**config.mk**
```make
export PLATFORM = sky130hd
export DESIGN_NAME = memory_stage_flat
export DESIGN_NICKNAME = d
export VERILOG_FILES = /design/src/rtl/mem_pkg.sv /design/src/rtl/memory_stage_if.sv /design/src/rtl/mem_align.sv /design/src/rtl/memory_stage.sv /design/src/flat_wrapper.sv
export SDC_FILE = /design/constraint.sdc
export NUM_CORES = 1
export LEC_CHECK = 0
export BUFFER_PORTS_ARGS = -buffer_cell sky130_fd_sc_hd__buf_4
export CELL_PAD_IN_SITES_DETAIL_PLACEMENT = 0
export CELL_PAD_IN_SITES_GLOBAL_PLACEMENT = 1
export CORE_AREA = 2 2 212 214
export CTS_CLUSTER_SIZE = 12
export DETAILED_ROUTE_END_ITERATION = 10
export DIE_AREA = 0 0 214 216
export PLACE_DENSITY_LB_ADDON = 0.05
export SLEW_MARGIN = 25
export SYNTH_ARGS = -nofsm -noshare
export SYNTH_HDL_FRONTEND = slang
export SYNTH_SLANG_ARGS = --single-unit
```
**constraint.sdc**
```tcl
create_clock -name clk -period 2.1 [get_ports clk]
set_input_delay 0.42 -clock clk [delete_from_list [all_inputs] [get_ports clk]]
set_output_delay 0.42 -clock clk [all_outputs]
set_load 0.02 [all_outputs]
```
**src/rtl/mem_pkg.sv**
```systemverilog
// Shared types and encodings for the memory stage and its load/store unit.
package mem_pkg;

    typedef enum logic [0:0] {
        IDLE   = 1'b0,
        ACCESS = 1'b1
    } lsu_state_t;

    // Funct3 access size / signedness encodings
    localparam logic [2:0] F3_B  = 3'b000;
    localparam logic [2:0] F3_H  = 3'b001;
    localparam logic [2:0] F3_W  = 3'b010;
    localparam logic [2:0] F3_D  = 3'b011;
    localparam logic [2:0] F3_BU = 3'b100;
    localparam logic [2:0] F3_HU = 3'b101;
    localparam logic [2:0] F3_WU = 3'b110;

    // Writeback result source encodings
    localparam logic [1:0] RS_ALU  = 2'b00;
    localparam logic [1:0] RS_LOAD = 2'b01;
    localparam logic [1:0] RS_PC4  = 2'b10;

    // Byte-lane mask of an access, before shifting to its offset
    function automatic logic [7:0] size_mask(input logic [1:0] sz);
        case (sz)
            2'b00:   return 8'h01;
            2'b01:   return 8'h03;
            2'b10:   return 8'h0F;
            default: return 8'hFF;
        endcase
    endfunction

    // True when the byte offset is not a multiple of the access size
    function automatic logic is_misaligned(input logic [1:0] sz, input logic [2:0] off);
        logic [2:0] low_bits;
        case (sz)
            2'b00:   low_bits = 3'b000;
            2'b01:   low_bits = 3'b001;
            2'b10:   low_bits = 3'b011;
            default: low_bits = 3'b111;
        endcase
        return |(off & low_bits);
    endfunction

endpackage

```
**src/rtl/memory_stage_if.sv**
```systemverilog
// Data-memory request/acknowledge bus between the memory stage and data memory.
interface memory_stage_if;
    logic        DMemReq;
    logic        DMemWe;
    logic [63:0] DMemAddr;
    logic [63:0] DMemWData;
    logic [7:0]  DMemBe;
    logic [63:0] DMemRData;
    logic        DMemAck;

    modport master (
        output DMemReq, DMemWe, DMemAddr, DMemWData, DMemBe,
        input  DMemRData, DMemAck
    );

    modport slave (
        input  DMemReq, DMemWe, DMemAddr, DMemWData, DMemBe,
        output DMemRData, DMemAck
    );
endinterface

```
**src/rtl/mem_align.sv**
```systemverilog
// Combinational byte-lane alignment: store data/byte enables and load extract/extend.
module mem_align
    import mem_pkg::*;
(
    input  logic [2:0]  funct3,
    input  logic [2:0]  off,
    input  logic [63:0] store_data,
    input  logic [63:0] load_raw,
    output logic [63:0] store_wdata,
    output logic [7:0]  store_be,
    output logic [63:0] load_data
);
    logic [63:0] shifted_s;

    // Shift store data into its lanes; bytes past the doubleword fall off the 8-bit mask
    always_comb begin
        store_wdata = store_data << {off, 3'b000};
        if (funct3[2] == 1'b0) begin
            store_be = size_mask(funct3[1:0]) << off;
        end else begin
            store_be = 8'h00;
        end
    end

    // Bring the addressed bytes down to bit 0, then sign- or zero-extend by size
    always_comb begin
        shifted_s = load_raw >> {off, 3'b000};
        case (funct3)
            F3_B:    load_data = {{56{shifted_s[7]}}, shifted_s[7:0]};
            F3_H:    load_data = {{48{shifted_s[15]}}, shifted_s[15:0]};
            F3_W:    load_data = {{32{shifted_s[31]}}, shifted_s[31:0]};
            F3_D:    load_data = shifted_s;
            F3_BU:   load_data = {56'h0, shifted_s[7:0]};
            F3_HU:   load_data = {48'h0, shifted_s[15:0]};
            F3_WU:   load_data = {32'h0, shifted_s[31:0]};
            default: load_data = 64'h0;
        endcase
    end
endmodule

```
**src/rtl/memory_stage.sv**
```systemverilog
// Pipeline memory stage: EX/MEM register, load/store unit with req/ack and
// timeout, MEM/WB register. Define MISALIGN_TRAP_EN to suppress misaligned
// accesses and report them on Misaligned_W.
module memory_stage
    import mem_pkg::*;
#(
    parameter int TIMEOUT_CYCLES = 64,
    parameter int CNT_W          = 7
) (
    input  logic                  clk,
    input  logic                  rst,
    input  logic [63:0]           ALUResult_E,
    input  logic [63:0]           WriteData_E,
    input  logic [63:0]           PCPlus4_E,
    input  logic [4:0]            Rd_E,
    input  logic                  RegWrite_E,
    input  logic                  MemRead_E,
    input  logic                  MemWrite_E,
    input  logic [1:0]            ResultSrc_E,
    input  logic [2:0]            Funct3_E,
    output logic [63:0]           ALUResult_M,
    output logic [4:0]            Rd_M,
    output logic                  RegWrite_M,
    output logic                  Stall_M,
    memory_stage_if.master        dmem,
    output logic [63:0]           Result_W,
    output logic [4:0]            Rd_W,
    output logic                  RegWrite_W,
`ifdef MISALIGN_TRAP_EN
    output logic                  Misaligned_W,
`endif
    output logic                  BusErr_W
);
    logic [63:0]      alu_r, wdata_r, pc4_r;
    logic [4:0]       rd_r;
    logic             regwrite_r, memread_r, memwrite_r;
    logic [1:0]       resultsrc_r;
    logic [2:0]       funct3_r;

    lsu_state_t       state_r, state_next_s;
    logic [CNT_W-1:0] cnt_r, cnt_next_s, cnt_inc_s;

    logic             mem_op_s, misalign_s, active_s, stall_s, timeout_s;
    logic [2:0]       off_s;
    logic [63:0]      st_wdata_s, ld_data_s, result_s;
    logic [7:0]       st_be_s;

    assign off_s     = alu_r[2:0];
    assign mem_op_s  = memread_r | memwrite_r;
    assign cnt_inc_s = cnt_r + CNT_W'(1);

`ifdef MISALIGN_TRAP_EN
    assign misalign_s = mem_op_s & is_misaligned(funct3_r[1:0], off_s);
`else
    assign misalign_s = 1'b0;
`endif

    mem_align u_align (
        .funct3      (funct3_r),
        .off         (off_s),
        .store_data  (wdata_r),
        .load_raw    (dmem.DMemRData),
        .store_wdata (st_wdata_s),
        .store_be    (st_be_s),
        .load_data   (ld_data_s)
    );

    // EX/MEM register: advances unless the memory access is still outstanding
    always_ff @(posedge clk) begin
        if (rst) begin
            alu_r       <= 64'h0;
            wdata_r     <= 64'h0;
            pc4_r       <= 64'h0;
            rd_r        <= 5'd0;
            regwrite_r  <= 1'b0;
            memread_r   <= 1'b0;
            memwrite_r  <= 1'b0;
            resultsrc_r <= 2'b00;
            funct3_r    <= 3'b000;
        end else if (!stall_s) begin
            alu_r       <= ALUResult_E;
            wdata_r     <= WriteData_E;
            pc4_r       <= PCPlus4_E;
            rd_r        <= Rd_E;
            regwrite_r  <= RegWrite_E;
            memread_r   <= MemRead_E;
            memwrite_r  <= MemWrite_E;
            resultsrc_r <= ResultSrc_E;
            funct3_r    <= Funct3_E;
        end
    end

    // LSU state and timeout counter registers
    always_ff @(posedge clk) begin
        if (rst) begin
            state_r <= IDLE;
            cnt_r   <= {CNT_W{1'b0}};
        end else begin
            state_r <= state_next_s;
            cnt_r   <= cnt_next_s;
        end
    end

    // LSU next state: a memory op in IDLE is already an access in its first cycle
    always_comb begin
        state_next_s = state_r;
        cnt_next_s   = cnt_r;
        active_s     = 1'b0;
        stall_s      = 1'b0;
        timeout_s    = 1'b0;
        case (state_r)
            IDLE: begin
                if (mem_op_s && !misalign_s) begin
                    active_s = 1'b1;
                end else begin
                    active_s = 1'b0;
                end
            end
            ACCESS:  active_s = 1'b1;
            default: active_s = 1'b0;
        endcase
        if (active_s) begin
            if (dmem.DMemAck) begin
                state_next_s = IDLE;
                cnt_next_s   = {CNT_W{1'b0}};
            end else if (cnt_inc_s == CNT_W'(TIMEOUT_CYCLES)) begin
                timeout_s    = 1'b1;
                state_next_s = IDLE;
                cnt_next_s   = {CNT_W{1'b0}};
            end else begin
                stall_s      = 1'b1;
                state_next_s = ACCESS;
                cnt_next_s   = cnt_inc_s;
            end
        end else begin
            state_next_s = IDLE;
            cnt_next_s   = {CNT_W{1'b0}};
        end
    end

    // Writeback result selection
    always_comb begin
        case (resultsrc_r)
            RS_ALU:  result_s = alu_r;
            RS_LOAD: result_s = ld_data_s;
            RS_PC4:  result_s = pc4_r;
            default: result_s = 64'h0;
        endcase
    end

    // MEM/WB register: bubble while stalled, squash the write on timeout or trap
    always_ff @(posedge clk) begin
        if (rst) begin
            Result_W     <= 64'h0;
            Rd_W         <= 5'd0;
            RegWrite_W   <= 1'b0;
            BusErr_W     <= 1'b0;
`ifdef MISALIGN_TRAP_EN
            Misaligned_W <= 1'b0;
`endif
        end else if (stall_s) begin
            RegWrite_W   <= 1'b0;
            BusErr_W     <= 1'b0;
`ifdef MISALIGN_TRAP_EN
            Misaligned_W <= 1'b0;
`endif
        end else begin
            Result_W     <= result_s;
            Rd_W         <= rd_r;
            RegWrite_W   <= regwrite_r & ~timeout_s & ~misalign_s;
            BusErr_W     <= timeout_s;
`ifdef MISALIGN_TRAP_EN
            Misaligned_W <= misalign_s;
`endif
        end
    end

    assign ALUResult_M    = alu_r;
    assign Rd_M           = rd_r;
    assign RegWrite_M     = regwrite_r;
    assign Stall_M        = stall_s;

    assign dmem.DMemReq   = active_s;
    assign dmem.DMemWe    = active_s & memwrite_r;
    assign dmem.DMemAddr  = active_s ? {alu_r[63:3], 3'b000} : 64'h0;
    assign dmem.DMemWData = active_s ? st_wdata_s : 64'h0;
    assign dmem.DMemBe    = active_s ? st_be_s : 8'h00;
endmodule

```
**src/flat_wrapper.sv**
```systemverilog
// flat-port wrapper written by rule: the top's interface ports become plain ports
module memory_stage_flat import mem_pkg::*;
#(
    parameter int TIMEOUT_CYCLES = 64,
    parameter int CNT_W          = 7
)
  (clk, rst, ALUResult_E, WriteData_E, PCPlus4_E, Rd_E, RegWrite_E, MemRead_E, MemWrite_E, ResultSrc_E, Funct3_E, ALUResult_M, Rd_M, RegWrite_M, Stall_M, Result_W, Rd_W, RegWrite_W, BusErr_W, dmem_DMemReq, dmem_DMemWe, dmem_DMemAddr, dmem_DMemWData, dmem_DMemBe, dmem_DMemRData, dmem_DMemAck);
  memory_stage_if dmem_i ();
  input  logic clk;
  input  logic rst;
  input  logic [63:0] ALUResult_E;
  input  logic [63:0] WriteData_E;
  input  logic [63:0] PCPlus4_E;
  input  logic [4:0] Rd_E;
  input  logic RegWrite_E;
  input  logic MemRead_E;
  input  logic MemWrite_E;
  input  logic [1:0] ResultSrc_E;
  input  logic [2:0] Funct3_E;
  output logic [63:0] ALUResult_M;
  output logic [4:0] Rd_M;
  output logic RegWrite_M;
  output logic Stall_M;
  output logic [63:0] Result_W;
  output logic [4:0] Rd_W;
  output logic RegWrite_W;
  output logic BusErr_W;
  output wire logic [$bits(dmem_i.DMemReq)-1:0] dmem_DMemReq;
  output wire logic [$bits(dmem_i.DMemWe)-1:0] dmem_DMemWe;
  output wire logic [$bits(dmem_i.DMemAddr)-1:0] dmem_DMemAddr;
  output wire logic [$bits(dmem_i.DMemWData)-1:0] dmem_DMemWData;
  output wire logic [$bits(dmem_i.DMemBe)-1:0] dmem_DMemBe;
  input wire logic [$bits(dmem_i.DMemRData)-1:0] dmem_DMemRData;
  input wire logic [$bits(dmem_i.DMemAck)-1:0] dmem_DMemAck;
  assign dmem_DMemReq = dmem_i.DMemReq;
  assign dmem_DMemWe = dmem_i.DMemWe;
  assign dmem_DMemAddr = dmem_i.DMemAddr;
  assign dmem_DMemWData = dmem_i.DMemWData;
  assign dmem_DMemBe = dmem_i.DMemBe;
  assign dmem_i.DMemRData = dmem_DMemRData;
  assign dmem_i.DMemAck = dmem_DMemAck;
  memory_stage #(.TIMEOUT_CYCLES(TIMEOUT_CYCLES), .CNT_W(CNT_W)) u_core (.clk(clk), .rst(rst), .ALUResult_E(ALUResult_E), .WriteData_E(WriteData_E), .PCPlus4_E(PCPlus4_E), .Rd_E(Rd_E), .RegWrite_E(RegWrite_E), .MemRead_E(MemRead_E), .MemWrite_E(MemWrite_E), .ResultSrc_E(ResultSrc_E), .Funct3_E(Funct3_E), .ALUResult_M(ALUResult_M), .Rd_M(Rd_M), .RegWrite_M(RegWrite_M), .Stall_M(Stall_M), .dmem(dmem_i), .Result_W(Result_W), .Rd_W(Rd_W), .RegWrite_W(RegWrite_W), .BusErr_W(BusErr_W));
endmodule
```
After elaboration in Yosys (flattened, before gate mapping)
Index checks and enable logic that the tools add are counted.
- add/subtract/negate cells: 1
- eq/ne operators: 11
- shifts and indexed selects: 3
- multiplexer cells: 16
- bitwise operators: 6
- reduce and logical (&&, ||, !) cells: 5
- operator list (kind ; number):
    $pmux W64 S7 ; 1
    $pmux W64 S3 ; 1
    $mux W64 ; 2
    $shl A64 B6 Y64 ; 1
    $shr A64 B6 Y64 ; 1
    $mux W8 ; 3
    $pmux W8 S3 ; 1
    $eq A3 B3 Y1 const B ; 3
    $shl A8 B3 Y8 ; 1
    $add A7 B1 Y7 const B ; 1
    $eq A7 B7 Y1 const B ; 1
    $mux W1 ; 7
    $eq A3 B2 Y1 const B ; 2
    $eq A2 B1 Y1 const B ; 2
    $eq A2 B2 Y1 const B ; 2
    $logic_not A2 Y1 ; 2
    $reduce_or A4 Y1 ; 1
    $eq A3 B1 Y1 const B ; 1
    $logic_not A3 Y1 ; 1
    $not A1 Y1 ; 3
    $and A1 B1 Y1 ; 2
    $pmux W1 S2 ; 1
    $reduce_or A2 Y1 ; 1
    $or A1 B1 Y1 ; 1
- register bits after elaboration: 284
- output and inout bits: 280
- word-level logic and storage cells: 57

Longest topological paths before layout
Gate-level depths: netlist of run 1.
- word-level depth: 7
- depth in mapped cells: 12

Modules after synthesis
Synthesis of run 1 repeated with hierarchy kept, for this count alone.
- cell total of the unflattened synthesis: 1621
- area, all modules: 15000.6 um^2
- modules (own cells, without submodules) (module ; instances ; cells an instance ; area each (um^2) ; seq. area each (um^2)):
    memory_stage ; 1 ; 1033 ; 11048.1 ; 5685.5
    mem_align ; 1 ; 588 ; 3952.5 ; 0.0

Worst setup path after synthesis of run 1
No wires, ideal clock.
- path type: register -> output
- from: register u_core.alu_r[0], in the netlist u_core.ALUResult_M[0]
- to: output dmem_DMemBe[7]
- arrival: 2517 ps
- required time: 1680 ps
- setup slack: -837 ps
- stages on the path, launching flop included: 11
- path buffers: 6
- cells stage by stage: dfxtp_1 buf_4 buf_4 buf_4 buf_4 buf_2 buf_2 nor2_1 nor2_1 nor2_1 nor4_1
- cells in the longest elaborated chain, start to end: 3
- ends and longest elaborated chain (item ; line ; source):
    from (decl) ; memory_stage.sv:34 ; logic [63:0] alu_r, wdata_r, pc4_r;
    from (signal assigned) ; memory_stage.sv:81 ; alu_r <= ALUResult_E;
    $shl A8 B3 Y8 ; mem_align.sv:19 ; store_be = size_mask(funct3[1:0]) << off;
    $mux W8 ; mem_align.sv:18 ; if (funct3[2] == 1'b0) begin
    $mux W8 ; memory_stage.sv:187 ; assign dmem.DMemBe = active_s ? st_be_s : 8'h00;
    to (decl) ; flat_wrapper.sv:32 ; output wire logic [$bits(dmem_i.DMemBe)-1:0] dmem_DMemBe;
Every way passes these cells.

Worst setup path after layout of run 1
- from: register u_core.alu_r[0], in the netlist u_core.ALUResult_M[0]
- to: output dmem_DMemWData[60]
- cells in the longest elaborated chain, start to end: 2
- ends and longest elaborated chain (item ; line ; source):
    $shl A64 B6 Y64 ; mem_align.sv:17 ; store_wdata = store_data << {off, 3'b000};
    $mux W64 ; memory_stage.sv:186 ; assign dmem.DMemWData = active_s ? st_wdata_s : 64'h0;
    to (decl) ; flat_wrapper.sv:31 ; output wire logic [$bits(dmem_i.DMemWData)-1:0] dmem_DMemWData;
Every way passes these cells.

==> results by group, run 1 <==
Outcome
  • Status: complete, but fails checks
  • Failing checks: negative setup slack

Power
  • Power Total: 19.1 mW
  • PD cells: 756 nW/µm²
  • Pleak: between 10 and 15 nW
  • VDD IR max: 0.695 mV

Timing
  • Final min period: between 2 and 3 ns
  • Final worst-path cycle share: 124%
  • Fmax: 385 MHz
  • Setup WS post-layout: -0.494 ns
  • RSZ-0062 raised after global routing: true
  • Layout Skew: 0.0318 ns
  • Pins Over Slew Limit: 0
  • Final Setup Violations: 213
  • Final hold slack: slightly below 0.08 ns
  • Final hold violation count: 0
  • Worst-margin pin slew: approximately 0.50 ns
  • Slew Limit Headroom: ~65%

Clocking
  • H-tree levels: 2
  • Clock-pin transition on the worst setup and hold timing paths: around 0.060 ns
  • Clk Tree Root Cell: clkbuf_16
  • Worst-case clock buffer depth: 3
  • Number of clock sinks: 284
  • CTS tree: built
  • Worst skew pair latency: 0.55 ns
  • CTS Buf Count: 35

Synthesis
  • Synth Cell Area: roughly 14,000 µm²
  • Ys flop type: dfxtp_1
  • Post-synth top cells: dfxtp_1 (284), a22o_1 (236), mux2i_1 (136)
  • Library cells used by synthesis: 64
  • FFs w/ async S/R, synth: 0%
  • Post-Synthesis Cells: 1,435
  • Synth Register Bits: 284
  • Mux contribution to synthesized area: 17.6%
  • Post-Synth Adder-Cell Area: 0.174%
  • Top-area cell type share of the netlist area: 39.5%
  • Synth top area cells: dfxtp_1 (40%), a22o_1 (14%), mux2i_1 (9.5%)
  • Ys Warns: 0
  • Post-Synth Simple-Gate Area: a little over a tenth
  • Largest family of logic cells by synthesized area: compound AO/OA/AOI/OAI gates
  • Most frequent cell after synthesis: dfxtp_1
  • Post-synth EDFFs: 0
  • Synth Area in Compound Gates: a little over a quarter
  • Syn Area/Cell: 10.0 µm²
  • Xor and xnor area share after synthesis: 0.366%
  • Cell taking the most area after synthesis: dfxtp_1
  • Sequential share of the synthesized area: around two fifths

Setup path
  • Critical path fanouts, max: 7
  • Critical path, cell by cell: buf_12 -> buf_12 -> mux4_2 -> mux2i_2 -> nor2_2 -> buf_6
  • Worst setup SP type: flop
  • Cell mode on critical path: buf_12
  • CP Capture Type: primary output
  • WS Path Type: flop to primary output
  • Crit-path slowest cell: mux4_2
  • Required time worst endpoint: 1.68 ns
  • Critical Path Max Stage Delay: 0.52 ns
  • Crit path DAT: 2.17 ns

Routing
  • Vias: roughly 15,000
  • Post-DR wirelength/cell: 26.3 µm
  • Routed vias/inst: between 5 and 6
  • Post-route ant nets: 0
  • Drt total wl: approximately 73,000 µm
  • Drt first pass iters: 5
  • Number of remaining DRC errors: 0
  • Iter 0 DRT Violations: around 1,000

Finish
  • Area grow syn2layout: 76.1%
  • Nets: 2,424
  • Final instance area: 25,300 µm²
  • Ratio of cells with drive above 1 in the final layout: 59.0%

Placement
  • DP Area: just over 20,000 µm²
  • Pre-CTS setup slack: -0.246 ns
  • PortBufs: between 500 and 600
  • Final GP Congestion: 0.882
  • Hpwl dp: 50,400 µm

Floorplan
  • Initial core utilization: 32.8%
  • Die W: 214 µm
  • Die height: 216 µm
  • # rows: 77
  • Die area: approximately 46,000 µm²
  • Core Area: 43,800 µm²
  • I/O Pins: 552

Worst hold path
  • Min-delay worst type: input port to flop

Flow run
  • Max-cap violations: 0

Global routing
  • Remaining global-route overflow: 0
  • Total GRT Usage: 29.2%
  • Largest net degree at the start of global routing: 76
  • First-pass GRT wire length: between 100,000 and 150,000 µm
  • Vias in the first global route: 14,600
  • Initial antenna violation count: 9
[final timing paths]
kind | cells past startpoint | startpoint | end | slack (ns)
worst max-delay path | 6 | u_core.ALUResult_M[0] | dmem_DMemWData[60] | -0.49
worst min register to register | 2 | u_core.Result_W[14] | u_core.Result_W[14] | 0.46
worst min-delay path | 2 | ALUResult_E[50] | u_core.ALUResult_M[50] | 0.08
worst max register to register | 11 | u_core.ALUResult_M[1] | u_core.Result_W[39] | -0.40
[kinds of logic (layout without fill, tap and decap cells)]
group                    Yosys count  count (layout)
buffers and inverters            156             891
XOR/XNOR                           6               6
multiplexers                     205             205
other                              1               8
AO/OA/AOI/OAI                    472             474
AND/OR/NAND/NOR                  309             309
flip-flops                       284             284
adder cells (fa/ha/maj)            2               2
[layout by cell type (no fill, tap or decap), types with 10 or more instances in the layout]
cell       netlist  routed
buf_4           16     561
dfxtp_1        284     271
a22o_1         236     236
buf_6            7     158
mux2i_1        136     104
and2_4           0      72
nand2_1         76      58
buf_12           0      49
clkbuf_16        0      44
nor2_2           1      34
nor2_1          84      33
mux4_2          32      33
o221ai_1        47      25
a21boi_2        10      23
a21oi_1         38      22
mux2i_2          0      21
o221ai_2         0      21
a211oi_1        31      20
mux2_2          35      19
buf_8            0      19
nor2_4           0      18
buf_16           0      18
o22ai_1         18      17
mux2_4           0      16
nor2b_1         17      14
and3_4           0      14
o21ai_0         31      14
a21oi_2          0      13
mux2i_4          1      12
nand2_2          1      10
o21ai_2          1      10
a211oi_2         0      10
clkbuf_8         0      10
[through the flow]
step / utilization (%) / cells / setup TNS (ns)
after floorplan: - / 1437 / -1.56
after global placement: 46.0 / 2583 / -10.71
after detailed placement: 46.0 / 2583 / -12.16
after CTS: 55.0 / 2734 / -66.83
after global routing: 57.7 / 2769 / -78.53
final: 57.8 / 2771 / -59.05
[cell type report]
| class | count | area (µm²) |
|---|---|---|
| Multi-Input combinational cell | 999 | 9500 |
| Clock inverter | 12 | 101 |
| Tap cell | 592 | 741 |
| Clock buffer | 49 | 1030 |
| Timing Repair Buffer | 817 | 8050 |
| Sequential cell | 284 | 5720 |
| Antenna cell | 5 | 12.5 |
| Fill cell | 3878 | 18500 |
| Timing Repair inverter | 5 | 98.8 |
| Inverter | 8 | 71.3 |
[sequential cells by signal, indices dropped and copies added, names as in the netlist]
register / count
u_core.memread_r: 1
u_core.Result_W: 64
u_core.RegWrite_M: 1
u_core.state_r: 1
u_core.ALUResult_M: 64
u_core.resultsrc_r: 2
u_core.BusErr_W: 1
u_core.RegWrite_W: 1
u_core.wdata_r: 64
u_core.memwrite_r: 1
u_core.pc4_r: 64
u_core.Rd_M: 5
u_core.cnt_r: 7
u_core.funct3_r: 3
u_core.Rd_W: 5
[layer usage]
layer	vias to the layer above	track usage [%]	share of wire, %
li1	6915	-	-
met1	7480	40.0	45
met2	576	45.4	46
met3	76	7.71	7.7
met4	8	7.30	1.8
met5	-	0	0.065
[worst max-delay path: cells and delay by family (launching register included)]
kind / cells / cell delay (ns)
mux: 2 / 0.70
flops: 1 / 0.44
buf+inv: 3 / 0.42
simple gates: 1 / 0.05
[power breakdown]
| part | internal [mW] | switching [mW] | total (mW) | leakage (nW) |
|---|---|---|---|---|
| Clock | 3.54 | 2.47 | 6.01 | 0.559 |
| Sequential | 5.85 | 0.480 | 6.33 | 2.35 |
| Combinational | 3.48 | 3.31 | 6.80 | 8.14 |
[what timing repair did]
action,4_1_cts,5_1_grt
endpoints found under the setup margin,374,406
pin swaps,65,116
gates resized for setup,423,232
gates cloned,29,18
setup buffers,67,31
hold buffers,0,0
No activity file was read; power rests on OpenSTA's default activity.
==> run 2, diff against run 1 <==
CORE_AREA = 2 2 215 217   (was 2 2 212 214)
CTS_BUF_LIST = sky130_fd_sc_hd__clkbuf_8   (was not set)
DIE_AREA = 0 0 217 219   (was 0 0 214 216)
==> results by group, run 2 (synthesis gave the netlist of run 1 again) <==
Timing
  • Final hold violation count: 0
  • Slew Limit Headroom: 59.2%
  • Final Setup Violations: 195
  • Final min period: 2.68 ns
  • Pins Over Slew Limit: 0
  • RSZ-0062 raised after global routing: true
  • Final worst-path cycle share: 128%
  • Worst-margin pin slew: 0.595 ns
  • Fmax: 373 MHz
  • Layout Skew: roughly 0.035 ns
  • Setup WS post-layout: -0.582 ns
  • Setup_tns: -77.44 ns

Power
  • Pleak: about 12 nW
  • PD cells: between 600 and 700 nW/µm²
  • VDD IR max: 0.435 mV
  • Power Total: between 15 and 20 mW

Routing
  • Number of remaining DRC errors: 0
  • Vias: around 16,000
  • Post-route ant nets: 0
  • Drt first pass iters: 5
  • Drt total wl: approximately 79,000 µm
  • Iter 0 DRT Violations: 1,028
  • Post-DR wirelength/cell: 25.8 µm
  • Routed vias/inst: approximately 5.4

Clocking
  • CTS tree: built
  • Clock-pin transition on the worst setup and hold timing paths: roughly 0.050 ns
  • Worst-case clock buffer depth: 3
  • Clk Tree Root Cell: clkbuf_8
  • Number of clock sinks: about 280
  • Worst skew pair latency: 0.65 ns
  • CTS Buf Count: 53
  • H-tree levels: 2

Placement
  • Final GP Congestion: 0.929
  • DP Area: 20,300 µm²
  • Hpwl dp: 51,300 µm
  • PortBufs: 548

Floorplan
  • # rows: 78
  • Die height: 219 µm
  • Die W: 217 µm
  • Initial core utilization: around a third
  • I/O Pins: 552
  • Core Area: between 40,000 and 50,000 µm²
  • Die area: 47,500 µm²

Global routing
  • Remaining global-route overflow: 0
  • Vias in the first global route: around 16,000
  • Largest net degree at the start of global routing: 83
  • Initial antenna violation count: 11
  • Total GRT Usage: 30.1%
  • First-pass GRT wire length: 106,000 µm

Worst hold path
  • Hold depth: 2
  • Min-delay worst type: input port to flop
  • Hold wc startpoint: WriteData_E[23]
  • WHS Endpoint: u_core.wdata_r[23]

Setup path
  • R2r worst-path depth: 11
  • Reg-to-reg slack, setup: -0.36 ns
  • Required time worst endpoint: 1.68 ns
  • Worst path bufs/invs: 3
  • Crit-path slowest cell: dfxtp_4
  • RR Startpoint: u_core.ALUResult_M[1]
  • Critical path fanouts, max: 7
  • CP Capture Type: primary output
  • RR Endpoint: u_core.Result_W[34]
  • Crit path DAT: 2.26 ns
  • CP delay by family, top: flip-flops
  • WS Path Type: flop to primary output
  • Critical Path Max Stage Delay: between 0.4 and 0.5 ns
  • Worst setup SP type: flop
  • Critical path, cell by cell: buf_12 -> buf_16 -> mux2i_4 -> nor2_1 -> a21oi_1 -> nor2_1 -> a21oi_1 -> nor2_2 -> buf_6

Finish
  • Nets: 2,667
  • Commonest non-fill, non-tap cell in the layout: buf_4
  • Ratio of cells with drive above 1 in the final layout: 55.3%
  • Final instance area: 27,800 µm²
  • Area grow syn2layout: 93.1%
  • Most frequent cells in the layout: buf_4 (562), dfxtp_1 (271), a22o_1 (233)

Outcome
  • Failing checks: negative setup slack
  • Status: complete, but fails checks

Flow run
  • Max-cap violations: 0
-- run 2: changes by cell type in the layout (fill, tap and decap cells not counted), moves of 8 or more --
cell and delta:
clkbuf_8 +52, buf_6 +25, clkbuf_16 -32, mux2i_4 +8
buf_16 +8, dlygate4sd3_1 +200, mux2i_2 -8, inv_1 +21
-- run 2: how the worst max path moves through the flow --
| stage | start | endpoint | slack [ns] | cells past startpoint |
|---|---|---|---|---|
| 6_report | u_core.ALUResult_M[1] | dmem_DMemWData[40] | -0.58 | 9 |
| 3_5_place_dp | u_core.cnt_r[0] | u_core.Result_W[16] | -0.20 | 6 |
| 2_1_floorplan | u_core.ALUResult_M[0] | dmem_DMemBe[7] | -0.13 | 10 |
| 3_3_place_gp | dmem_DMemRData[15] | u_core.Result_W[34] | -0.17 | 8 |
| 4_1_cts | u_core.ALUResult_M[0] | dmem_DMemWData[38] | -0.63 | 5 |
| 5_1_grt | u_core.ALUResult_M[0] | dmem_DMemWData[62] | -0.65 | 8 |
-- run 2: per-layer routing --
| metal | vias up | track usage [%] | part of all wire, % |
|---|---|---|---|
| met5 | - | 0 | 0.073 |
| li1 | 7437 | - | - |
| met1 | 8080 | 39.9 | 43 |
| met4 | 10 | 8.49 | 2.2 |
| met2 | 723 | 46.9 | 46 |
| met3 | 101 | 9.45 | 8.6 |
-- run 2: final cells by class --
cell class / instances / area, µm²
Antenna cell: 10 / 25.0
Inverter: 8 / 78.8
Clock buffer: 62 / 853
Clock inverter: 30 / 133
Fill cell: 3760 / 17300
Multi-Input combinational cell: 999 / 9730
Tap cell: 600 / 751
Timing Repair Buffer: 1043 / 10400
Sequential cell: 284 / 5720
Timing Repair inverter: 4 / 42.5
-- run 2: worst register-to-register path, cell delays in order (launching register included) --
cell and delay, ns:
dfxtp_4 0.44, buf_6 0.13, buf_6 0.10, buf_6 0.10, mux2_4 0.32, a32oi_4 0.21, a21oi_2 0.10, o31ai_4 0.26
buf_6 0.21, buf_12 0.16, a211oi_2 0.07, a221o_1 0.26
-- run 2: metrics by stage --
| stage | setup WS, ns | hold slack (ns) | utilization (%) | std cells |
|---|---|---|---|---|
| 2_1_floorplan | -0.126 | 0.433 | - | 1437 |
| 3_3_place_gp | -0.172 | 0.445 | 44.9 | 2607 |
| 3_5_place_dp | -0.204 | 0.451 | 44.9 | 2607 |
| 4_1_cts | -0.627 | 0.00126 | 58.4 | 2989 |
| 5_1_grt | -0.650 | 0.00715 | 61.5 | 3035 |
| 6_report | -0.582 | 0.0431 | 61.6 | 3040 |
-- run 2: what timing repair did --
item / 4_1_cts / 5_1_grt
gates cloned: 30 / 18
setup buffers: 66 / 43
gates resized for setup: 487 / 217
endpoints found under the hold margin: 201 / 0
setup endpoints to repair: 350 / 382
pin swaps: 87 / 83
hold buffers: 200 / 0
-- run 2: report_power, final --
group          switching (mW)  internal [mW]
registers               0.482           5.86
logic                    3.59           3.95
clock network            2.46           2.66
